===== src/rtl/vga_timing_gen.sv =====
// VGA raster timing: clock divider, pixel/line counters, sync/visible decodes
// and a one-pixel-delayed registered pin stage for sync and colour.
module vga_timing_gen #(
  parameter int unsigned CLK_DIV     = 4,
  parameter int unsigned H_TOTAL     = 800,
  parameter int unsigned V_TOTAL     = 525,
  parameter int unsigned H_SYNC      = 96,
  parameter int unsigned V_SYNC      = 2,
  parameter int unsigned H_VIS_START = 144,
  parameter int unsigned H_VIS_END   = 783,
  parameter int unsigned V_VIS_START = 35,
  parameter int unsigned V_VIS_END   = 514
) (
  input  logic        clk,
  input  logic        rst,
  input  logic [11:0] rgb_in,
  output logic [9:0]  hCount,
  output logic [9:0]  vCount,
  output logic        bright,
  output logic        pix_en,
  output logic        frame_tick,
  output logic        vga_hs,
  output logic        vga_vs,
  output logic [3:0]  vga_r,
  output logic [3:0]  vga_g,
  output logic [3:0]  vga_b
);

  localparam int unsigned DW = (CLK_DIV > 1) ? $clog2(CLK_DIV) : 1;
  localparam logic [DW-1:0] DIV_LAST = DW'(CLK_DIV - 1);
  localparam logic [9:0] H_LAST = 10'(H_TOTAL - 1);
  localparam logic [9:0] V_LAST = 10'(V_TOTAL - 1);
  localparam logic [9:0] HS_W   = 10'(H_SYNC);
  localparam logic [9:0] VS_W   = 10'(V_SYNC);
  localparam logic [9:0] HV_LO  = 10'(H_VIS_START);
  localparam logic [9:0] HV_HI  = 10'(H_VIS_END);
  localparam logic [9:0] VV_LO  = 10'(V_VIS_START);
  localparam logic [9:0] VV_HI  = 10'(V_VIS_END);

  logic [DW-1:0] div;
  logic          h_last, v_last, hsync_n, vsync_n;

  // Gated by rst so a held reset never shows a strobe, even before div clears.
  assign pix_en     = !rst && (div == DIV_LAST);
  assign h_last     = (hCount == H_LAST);
  assign v_last     = (vCount == V_LAST);
  assign frame_tick = pix_en && h_last && v_last;

  assign hsync_n = (hCount >= HS_W);
  assign vsync_n = (vCount >= VS_W);
  assign bright  = (hCount >= HV_LO) && (hCount <= HV_HI) &&
                   (vCount >= VV_LO) && (vCount <= VV_HI);

  always_ff @(posedge clk) begin
    if (rst) begin
      div    <= '0;
      hCount <= '0;
      vCount <= '0;
      vga_hs <= 1'b1;
      vga_vs <= 1'b1;
      vga_r  <= '0;
      vga_g  <= '0;
      vga_b  <= '0;
    end else begin
      div <= (div == DIV_LAST) ? '0 : div + DW'(1);
      if (pix_en) begin
        vga_hs <= hsync_n;
        vga_vs <= vsync_n;
        {vga_r, vga_g, vga_b} <= bright ? rgb_in : 12'h000;
        if (h_last) begin
          hCount <= '0;
          vCount <= v_last ? '0 : vCount + 10'd1;
        end else begin
          hCount <= hCount + 10'd1;
        end
      end
    end
  end

endmodule


===== config.mk =====
export PLATFORM = sky130hd
export DESIGN_NAME = vga_timing_gen
export DESIGN_NICKNAME = d
export VERILOG_FILES = /design/src/rtl/vga_timing_gen.sv
export SDC_FILE = /design/constraint.sdc
export NUM_CORES = 1
export LEC_CHECK = 0
export ABC_AREA = 1
export BUFFER_PORTS_ARGS = -buffer_cell sky130_fd_sc_hd__buf_4
export CORE_MARGIN = 2
export CORE_UTILIZATION = 40
export CTS_CLUSTER_DIAMETER = 80
export DETAILED_ROUTE_END_ITERATION = 8
export SLEW_MARGIN = 20
export SYNTH_ARGS = -nofsm -noshare
export SYNTH_HDL_FRONTEND = slang
export SYNTH_SLANG_ARGS = --single-unit

===== constraint.sdc =====
create_clock -name clk -period 2.15 [get_ports clk]
set_input_delay 0.3225 -clock clk [delete_from_list [all_inputs] [get_ports clk]]
set_output_delay 0.3225 -clock clk [all_outputs]
set_load 0.02 [all_outputs]

==> metrics.txt <==
crit-path max FO 7; r2r setup slk 0.58 ns; initial core utilization 40.8%; FILL cells 509; Hold Crit Start rst; Diodes inserted 0; Max Root-Sink Buffers 2; critical path arrival 1.63 ns; Worst Setup Start Kind register; RSZ-0062 raised after global routing no; final hold vios 0; Post-synth EDFFs 0; worst hold path type in2reg; PostCTS Resize Cnt 0; top post-synthesis cells by area dfxtp_1, nand2_1, nor2_1, inv_1, nand3_2; Mapped Area 0.00190 mm2; r2r startpoint vCount[1]; CP Capture Type output port; post-synthesis area per instance 7.10 um2; Yosys warnings 0; most frequent cells after synthesis nand2_1, nor2_1, dfxtp_1, inv_1, nand3_1; Cells after Synth 268; WP data required 1.83 ns; Post-DRT Antenna Nets 0; Multi-input gate area 993 um2; Max Fclk 513 MHz; met3 Use GR 4.83%; setup violators final 0; Final period util 90.6%; crit path launch vCount[1]; register area 721 um2; Iter 0 DRT Violations 50; final worst setup slack 0.201 ns; actual slew at the worst max-slew pin 0.342 ns; grt peak-use layer met2; post-synthesis sequential area ratio 37.9%; total CTS buffers 5; dpl cells 370; outcome finished clean; HPWL after detailed placement 3220 um; P&R area growth vs syn 26.9%; Port Buffers 50; Placer Congestion 0.902; H-tree depth 2; Post-Route WL 4310 um; met2 Track Usage GR 27.7%; DR DRC count 0; Pre-Repair DR Iteration Count 4; number of vias per cell 4.62; largest net degree at the start of global routing 16; Pleak 1.17 nW; count leader, synth nand2_1; initial antenna violation count 0; Synth cell types 33; fin nets 343; share of post-route cells with drive strength above 1 28.5%; DP Worst Slack 0.521 ns; Vias 1740; WL/cell 11.4 um; Power Total 1.21 mW; vias in the first global route 1609; Synth area leader dfxtp_1; Peak VDD IR 281 uV; worst skew pair latency 0.29 ns; #FFs+latches synth 36; Total GRT Usage 17.8%; FFs w/ async S/R, synth 0%; maxcap violations 0; cells along the critical path ha_1, nor2_1, nand2_1, a21oi_2, nor3b_1, buf_4; Hold Crit Endpoint vCount[2]; Die Ht 73.0 um; post-layout min period 1.95 ns; WS Path Type reg2out; Core Area 0.00466 mm2; GR Util met1 23.2%; CTS tree yes; Rel. slew slack 77.1%; reg2reg end vCount[9]; hold_buf cts 0; fin cells 377; clk sinks 36; clock slew at reported path FFs 0.07 ns; R2R cell count 9; Setup TNS 0 ns; gr ovfl total 0; I/O pins 51; Critical Path Max Stage Delay 0.45 ns; placed cell area 0.00234 mm2; crit path max-delay cell type dfxtp_1; FP Rows 25; fin. max-slew vios 0; post-CTS setup buffer count 0; CTS Root Cell clkbuf_8; Worst Skew 0.00615 ns; top-area cell type share of the netlist area 37.9%; Die ar. 0.00533 mm2; design area 0.00241 mm2; Post-synth top flop dfxtp_1; global-route wire length before repair 7270 um; WHS Path Cells 2; Die X 73.0 um; PD cells 502 mW/mm2; Mapped Nets 288
==> flip-flops by register name, indices dropped and copies added (netlist names) <==
name and cells:
vCount 10, vga_vs 1, vga_b 4, vga_hs 1
hCount 10, vga_g 4, div 2, vga_r 4
==> placed cells by master, fill, tap and decap left out <==
cell type  count
inv_2          3
a41oi_1        1
a21oi_1        9
nor4_1         1
clkinv_2       2
nand3_2       11
a21oi_2        1
o21bai_1       1
nand2_2        2
clkbuf_8       5
nand3_4        1
ha_1           6
a31o_2         1
xnor2_1        1
xor2_1         4
nor3b_1        2
nor2_4         2
nor3_1         3
nor2_2         7
inv_1         34
o21ai_0        6
o21ai_2        1
dfxtp_1       36
nand4_1        4
nor2_1        41
nand3_1       13
nand2_1       66
inv_4          1
nand4_2        1
o21ai_1        2
buf_4         54
clkbuf_1       1
==> worst max path at each step <==
stage / depth (start not counted) / to
after floorplan: 5 / bright
after global placement: 6 / bright
after detailed placement: 6 / frame_tick
after CTS: 6 / bright
after global routing: 6 / bright
final: 6 / bright
==> cells by family (layout without fill, tap and decap cells) <==
| logic type | count (synthesis) | in the layout | synth area share, % |
|---|---|---|---|
| AND/OR/NAND/NOR | 154 | 154 | 39.3 |
| buffers and inverters | 45 | 100 | 9.93 |
| flip-flops | 36 | 36 | 37.9 |
| AO/OA/AOI/OAI | 22 | 22 | 6.71 |
| adder cells (fa/ha/maj) | 6 | 6 | 3.94 |
| XOR/XNOR | 5 | 5 | 2.30 |
==> report_power, final <==
| part | total (mW) | switching (mW) | internal (mW) |
|---|---|---|---|
| sequential | 0.679 | 0.00424 | 0.675 |
| combinational | 0.0794 | 0.0450 | 0.0344 |
| clock | 0.454 | 0.234 | 0.220 |
==> per-stage QoR <==
stage          hold slack [ns]  util [%]
2_1_floorplan            0.399         -
3_3_place_gp             0.406      50.1
3_5_place_dp             0.413      50.1
4_1_cts                  0.298      51.8
5_1_grt                  0.296      51.8
6_report                 0.296      51.8
==> per-layer routing <==
metal,part of all wire (%),wire length (um),vias up
met3,4.3,186,8
li1,-,-,943
met2,45,1940,35
met5,0,0,-
met4,1.6,69,0
met1,49,2120,754
==> final cells by class <==
cell class / instances / share of cell area [%]
Clock inverter: 1 / 0.207
Inverter: 39 / 6.22
Sequential cell: 36 / 29.8
Timing Repair Buffer: 54 / 16.8
Tap cell: 54 / 2.80
Clock buffer: 6 / 3.01
Multi-Input combinational cell: 187 / 41.1
==> critical path: cells and delay by family (launching register included) <==
family | cells | cell delay (ns)
buf+inv | 1 | 0.18
fa+ha+maj | 1 | 0.26
flops | 1 | 0.45
compound gates | 1 | 0.06
simple gates | 3 | 0.38
No activity file was read; power rests on OpenSTA's default activity.
